File: config.mk
export PLATFORM = sky130hd
export DESIGN_NAME = mux_rr_scheduler
export DESIGN_NICKNAME = d
export VERILOG_FILES = /design/src/rtl/mux_rr_scheduler.sv
export SDC_FILE = /design/constraint.sdc
export NUM_CORES = 1
export LEC_CHECK = 0
export ABC_AREA = 1
export CAP_MARGIN = 20
export CORE_MARGIN = 1.5
export CORE_UTILIZATION = 50
export DETAILED_ROUTE_END_ITERATION = 10
export PLACE_DENSITY = 0.85
export SYNTH_ARGS = -nofsm -noshare
export SYNTH_HDL_FRONTEND = slang
export SYNTH_SLANG_ARGS = --single-unit
export TNS_END_PERCENT = 50
File: constraint.sdc
create_clock -name clk -period 1.95 [get_ports clk]
set_input_delay 0.39 -clock clk [delete_from_list [all_inputs] [get_ports clk]]
set_output_delay 0.39 -clock clk [all_outputs]
set_load 0.01 [all_outputs]
File: src/rtl/mux_rr_scheduler.sv
// rtl/mux_rr_scheduler.sv - round-robin 4:1 mux scheduler with bounded hold per grant
//
// Purpose: arbitrates four level-sensitive requesters round-robin, holds the grant for
// up to HOLD_MAX capture cycles, and registers the owner's data slice onto y.
//
// Ports:
//   clk      in   clock, rising edge
//   rst_n    in   asynchronous active-low reset
//   req[3:0] in   request per requester (level)
//   din      in   4*W data, requester i on [i*W +: W]
//   gnt[3:0] out  registered one-hot grant, zero when idle
//   s1, s0   out  registered mux select, owner index = {s1,s0}
//   y        out  registered selected data
//   y_valid  out  y was captured at the last edge
//   busy     out  high while a grant is active
module mux_rr_scheduler #(
  parameter int W        = 1,
  parameter int HOLD_MAX = 4
) (
  input  logic           clk,
  input  logic           rst_n,
  input  logic [3:0]     req,
  input  logic [4*W-1:0] din,
  output logic [3:0]     gnt,
  output logic           s1,
  output logic           s0,
  output logic [W-1:0]   y,
  output logic           y_valid,
  output logic           busy
);

  typedef enum logic {S_IDLE = 1'b0, S_GRANT = 1'b1} state_t;

  state_t       r_state, w_state_nxt;
  logic [1:0]   r_ptr, w_ptr_nxt;
  logic [1:0]   r_owner, w_owner_nxt;
  logic [3:0]   r_cnt, w_cnt_nxt;
  logic [3:0]   r_gnt, w_gnt_nxt;
  logic [1:0]   r_sel, w_sel_nxt;
  logic [W-1:0] r_y, w_y_nxt;
  logic         r_y_valid, w_y_valid_nxt;

  logic         w_capture;
  logic         w_release;
  logic [3:0]   w_cnt_inc;
  logic [1:0]   w_arb_start;
  logic [2:0]   w_pick;

  // Returns {found, index} of the first set bit scanning start, start+1, ... mod 4.
  // Scanning downward lets the lowest offset overwrite the result last.
  function automatic logic [2:0] rr_pick(input logic [3:0] v, input logic [1:0] start);
    logic [2:0] res;
    logic [1:0] idx;
    res = 3'b000;
    for (int k = 3; k >= 0; k--) begin
      idx = start + 2'(k);
      if (v[idx]) res = {1'b1, idx};
    end
    return res;
  endfunction

  assign w_capture = (r_state == S_GRANT) && req[r_owner];
  assign w_cnt_inc = r_cnt + 4'd1;
  assign w_release = (r_state == S_GRANT) &&
                     (!req[r_owner] || (w_cnt_inc == 4'(HOLD_MAX)));

  // On release the search starts just past the owner, so a still-requesting owner
  // sits at lowest priority; a dropped owner has req bit 0 and cannot win.
  assign w_arb_start = (r_state == S_IDLE) ? r_ptr : (r_owner + 2'd1);
  assign w_pick      = rr_pick(req, w_arb_start);

  always_comb begin
    w_state_nxt   = r_state;
    w_ptr_nxt     = r_ptr;
    w_owner_nxt   = r_owner;
    w_cnt_nxt     = r_cnt;
    w_gnt_nxt     = r_gnt;
    w_sel_nxt     = r_sel;
    w_y_nxt       = r_y;
    w_y_valid_nxt = 1'b0;

    case (r_state)
      S_IDLE: begin
        if (w_pick[2]) begin
          w_state_nxt = S_GRANT;
          w_owner_nxt = w_pick[1:0];
          w_sel_nxt   = w_pick[1:0];
          w_gnt_nxt   = 4'b0001 << w_pick[1:0];
          w_cnt_nxt   = 4'd0;
        end else begin
          w_gnt_nxt   = 4'b0000;
        end
      end
      S_GRANT: begin
        if (w_capture) begin
          w_y_nxt       = din[r_owner*W +: W];
          w_y_valid_nxt = 1'b1;
          w_cnt_nxt     = w_cnt_inc;
        end
        if (w_release) begin
          w_ptr_nxt = r_owner + 2'd1;
          w_cnt_nxt = 4'd0;
          if (w_pick[2]) begin
            w_owner_nxt = w_pick[1:0];
            w_sel_nxt   = w_pick[1:0];
            w_gnt_nxt   = 4'b0001 << w_pick[1:0];
          end else begin
            w_state_nxt = S_IDLE;
            w_gnt_nxt   = 4'b0000;
          end
        end
      end
      default: begin
        w_state_nxt = S_IDLE;
        w_gnt_nxt   = 4'b0000;
      end
    endcase
  end

  always_ff @(posedge clk or negedge rst_n) begin
    if (!rst_n) begin
      r_state   <= S_IDLE;
      r_ptr     <= 2'd0;
      r_owner   <= 2'd0;
      r_cnt     <= 4'd0;
      r_gnt     <= 4'b0000;
      r_sel     <= 2'd0;
      r_y       <= '0;
      r_y_valid <= 1'b0;
    end else begin
      r_state   <= w_state_nxt;
      r_ptr     <= w_ptr_nxt;
      r_owner   <= w_owner_nxt;
      r_cnt     <= w_cnt_nxt;
      r_gnt     <= w_gnt_nxt;
      r_sel     <= w_sel_nxt;
      r_y       <= w_y_nxt;
      r_y_valid <= w_y_valid_nxt;
    end
  end

  assign gnt     = r_gnt;
  assign s1      = r_sel[1];
  assign s0      = r_sel[0];
  assign y       = r_y;
  assign y_valid = r_y_valid;
  assign busy    = (r_state == S_GRANT);

endmodule
==> Yosys cells after proc, flatten, opt, wreduce, memory -nomap -nowiden <==
Cells that the tools add are included.
{ "totals": {"regBits": 17, "elab_cells": 65, "input_bits": 10, "output_inout_bits": 9} }
{ "classes": {"n_addsub": 5, "n_lt_le_gt_ge": 5, "shift": 2, "reduce_logical": 7, "n_mux": 33, "n_eq_ne": 4, "bitwise_logic": 1} }
{ "ops": {"columns": ["cell", "n"], "rows": [
  ["two-way mux 4 bit", 5],
  ["one-hot mux 4 bit (2 select lines)", 2],
  ["< comparator 2 x 3 -> 1 bit, second input constant", 5],
  ["two-way mux 3 bit", 4],
  ["binary-select mux 1 bit (select 2 bit)", 5],
  ["two-way mux 2 bit", 5],
  ["two-way mux 1 bit", 9],
  ["one-hot mux 2 bit (2 select lines)", 2],
  ["AND reduction 2 bit", 3],
  ["adder 2 x 1 -> 2 bit, second input constant", 2],
  ["adder 2 bit, second input constant", 2],
  ["adder 4 x 1 -> 4 bit, second input constant", 1],
  ["== test 4 x 3 -> 1 bit, second input constant", 1],
  ["indexed part select 4 x 3 -> 1 bit", 1],
  ["<< shifter 1 x 2 -> 4 bit, first input constant", 1],
  ["!= test 3 x 1 -> 1 bit, second input constant", 1],
  ["logical AND 1 bit", 2],
  ["!= test 2 x 1 -> 1 bit, second input constant", 1],
  ["!= test 2 bit, second input constant", 1],
  ["one-hot mux 1 bit (2 select lines)", 1],
  ["logical NOT 1 bit", 1],
  ["logical OR 1 bit", 1],
  ["NOT 1 bit", 1]
]} }

==> Longest topological paths before layout <==
{ "logic_depth": {"word_depth": 13, "ltp_mapped": 15} }

==> Worst setup path after synthesis <==
Ideal clock, no wire load.
{ "synth_timing": {"path_type": "flip-flop to flip-flop", "from": "register r_state, in the netlist busy", "to": "register r_gnt[2], in the netlist gnt[2]", "stages_incl_launch_ff": 14, "t_arrival_ns": 1.370, "slack_ns": 0.464, "path_cell_list": "dfrtp_1 > buf_6 > inv_6 > nand2_4 > nand2_2 > nand2_1 > nand2_2 > nand3_1 > nand3_1 > nand3_1 > nand2_2 > inv_2 > nand2_1 > nand2_1"} }
{ "synth_between": {"elab_chain_len": 12} }
{ "synth_rtl": {"columns": ["element", "line_no", "rtl"], "rows": [
  ["start, declared", "34", "state_t r_state, w_state_nxt;"],
  ["start signal, assigned", "131", "r_state <= w_state_nxt;"],
  ["two-way mux 2 bit", "69", "assign w_arb_start = (r_state == S_IDLE) ? r_ptr : (r_owner + 2'd1);"],
  ["adder 2 bit", "56", "idx = start + 2'(k);"],
  ["binary-select mux 1 bit (select 2 bit)", "57", "if (v[idx]) res = {1'b1, idx};"],
  ["two-way mux 1 bit (implied by the code)", "57", null],
  ["two-way mux 3 bit (4 in series)", "57", null],
  ["<< shifter 1 x 2 -> 4 bit", "88, 106", null],
  ["two-way mux 4 bit", "84, 103", null],
  ["two-way mux 4 bit", "100", "if (w_release) begin"],
  ["one-hot mux 4 bit (2 select lines)", "82", "case (r_state)"],
  ["end signal, assigned", "135", "r_gnt <= w_gnt_nxt;"],
  ["end, declared", "38", "logic [3:0] r_gnt, w_gnt_nxt;"]
]} }
Several ways; a longest one is shown, not always the timed one. The select of a mux whose other input is x is not followed.
A chain may end at the register's enable or synchronous reset.

==> results.md <==
- Final period utilization: 97.3%
- TritonCTS Buffers: 3
- Post-DRT Antenna Nets: 0
- Non-filler instance count after layout: 184
- Status: finished, final reports clean
- Dpl cells: 180
- Initial Utilization: 53.6%
- Top-count cell post-synth: nand2_1
- Warnings from Yosys: 0
- Mean area per synthesized cell: 7.73 um^2
- Clk_lat worst skew: 290 ps
- Via count: 959
- Via-to-Cell Ratio: 5.21
- Root Driver: clkbuf_4
- Share of layout cells above drive strength 1: 24.8%
- Largest net degree at the start of global routing: 16
- Nets: 169
- Antenna cells: 0
- Worst Skew: 7.48 ps
- Critical Path Max Stage Delay: 620 ps
- GR Util All Layers: 22.7%
- DRC violations left: 0
- Crit path max fanout: 11
- Grt total ovfl: 0
- Critical-path cell list: clkdlybuf4s50_1
- Hold Vio Cnt, Final: 0
- FMAX: 527 MHz
- Hold Crit Class: reg2reg
- Crit. path cell count: 1
- Max-slew headroom: 55.8%
- Seq/Total Area, Yosys: 35.7%
- Critical Path End Type: primary output
- Final setup viols: 0
- Routability Congestion: 0.816
- Row count: 16
- Syn-to-layout area delta: 21.7%
- # fillers: 183
- Worst path buffer plus inverter count: 1
- Clk sinks: 15
- Routed WL: 2290 um
- Die Width: 48.8 um
- Seq cells post-synth: 15
- CTS tree: done
- Number of global-route vias before repair: 949
- Final count of pins violating max slew: 0
- PostCTS Resize Cnt: 1
- Maximum VDD drop: 1340 uV
- CP Launch Type: flop
- Clk slew on worst S/H paths: 100 ps
- Async set or reset register ratio after synthesis: 100%
- P per Cell Area: 2030 nW/um^2
- Die ar.: 2390 um^2
- Worst hold path cell count: 2
- Synthesized area: 1050 um^2
- 1st-iter DRT viols: 19
- Syn Inst Count: 136
- Post-Syn Nets: 147
- Slowest CP cell: clkdlybuf4s50_1
- Setup TNS: 0 ps
- Initial antenna violation count: 0
- Post-synth top cells: 36 x nand2_1, 15 x dfrtp_1, 15 x nand2_2
- Post-DR wirelength/cell: 12.5 um
- Post-synth EDFFs: 0
- Post-CTS setup buffers: 0
- CP Class: reg2out
- Crit path max-delay family: buffers and inverters
- CTS H-tree lvls: 1
- Post-layout min period: 1900 ps
- First-pass GRT wire length: 4190 um
- R2r worst-path depth: 10
- Die Y: 48.8 um
- Post-detail-place hpwl: 1880 um
- Synth top area share: 35.7%
- Unrepaired setup endpoints after global routing: false
- CP arrival: 1510 ps
- CP required: 1560 ps
- CTS max path bufs: 2
- LEAKAGE: 0.635 nW
- Max Cap Violations: 0
- Ports: 19
- Worst slew pin tran: 661 ps
- IO buf count: 18
- Area leader, netlist: dfrtp_1
- Yosys cell types: 25
- Core box area: 1960 um^2
- Ys flop type: dfrtp_1
- Synth top area cells: dfrtp_1 36%, nand2_1 13%, nand2_2 8.9%, nand2_4 7.5%, nand3_1 6.2%
- Post-CTS Hold Buffers: 0
- Detailed Routing Iterations Pass 1: 4
-- logic make-up after synthesis --
group	after synthesis	synth area share (%)
xor gates and xnor gates	2	1.67
adders and majority gates	1	1.19
DFF	15	35.7
buffers and inverters	14	7.14
and+or+nand+nor	86	44.6
AOI/OAI and AO/OA	18	9.64
-- through the flow --
| step | hold slack (ps) | worst slack, ps | utilization, % | power [W] | cell area [um^2] |
|---|---|---|---|---|---|
| 3_3_place_gp | 467 | 77.7 | 63.7 | 0.00234 | 1250 |
| 3_5_place_dp | 472 | 33.7 | 63.7 | 0.00242 | 1250 |
| 5_1_grt | 533 | 3.24 | 65.2 | 0.00288 | 1280 |
| 2_1_floorplan | 94.4 | 464 | - | 0.00197 | 1050 |
| 6_report | 492 | 52.7 | 65.2 | 0.00259 | 1280 |
| 4_1_cts | 498 | 46.3 | 65.2 | 0.00261 | 1280 |
-- worst reg2reg max path, stage by stage (launching register included) --
cell	delay, ps
dfrtp_1	600
inv_4	100
nand2_2	100
nand3_2	120
nand2_4	110
nand2_1	80
nand3_2	90
nand3_2	90
a21boi_0	220
nand3_1	120
nand2_1	70
-- power by group --
part	switching, W	internal (W)	total, W
Sequential	0.000161	0.000450	0.000611
Clock	0.000103	0.0000762	0.000179
Combinational	0.00111	0.000695	0.00180
Total	0.00137	0.00122	0.00259
-- final timing paths --
kind,startpoint,end,slack (ps)
min,gnt[1]$_DFFE_PN0P_,gnt[1]$_DFFE_PN0P_,490
min in group asynchronous,rst_n,r_owner[0]$_DFFE_PN0P_,500
max reg2reg,r_owner[0]$_DFFE_PN0P_,gnt[1]$_DFFE_PN0P_,190
max in group asynchronous,rst_n,busy$_DFF_PN0_,980
max,r_owner[0]$_DFFE_PN0P_,s0,50
min reg2reg,gnt[1]$_DFFE_PN0P_,gnt[1]$_DFFE_PN0P_,490
-- layout make-up --
cell class | instances | area, um^2 | share of cell area, %
Clock buffer | 3 | 22.5 | 1.76
Clock inverter | 1 | 5.00 | 0.391
Inverter | 12 | 52.6 | 4.11
Multi-Input combinational cell | 107 | 601 | 47.0
Sequential cell | 15 | 377 | 29.5
Tap cell | 27 | 33.8 | 2.64
Timing Repair Buffer | 19 | 188 | 14.7
-- layout by cell type (no fill, tap or decap), drive strengths merged --
master         instances
a21oi                  5
xor2                   1
xnor2                  1
nand3                 17
a21boi                 1
or2                    1
clkdlybuf4s50         18
dfrtp                 15
o21ai                 10
nor2                  10
a31oi                  1
nand2                 58
buf                    1
clkinv                 1
inv                   12
a22o                   1
clkbuf                 3
ha                     1
-- layer usage --
layer / vias up / track usage, % / routed length, um
li1: 482 / - / -
met1: 452 / 28.3 / 997
met2: 21 / 37.2 / 1170
met3: 4 / 4.91 / 84
met4: 0 / 11.0 / 36
met5: - / 0 / 0
-- registers in the layout, indices dropped and copies added, names as in the netlist --
register and flops:
r_ptr 2, y_valid 1, r_cnt 4, busy 1
y 1, r_owner 2, gnt 4
No activity file was read; power rests on OpenSTA's default activity.
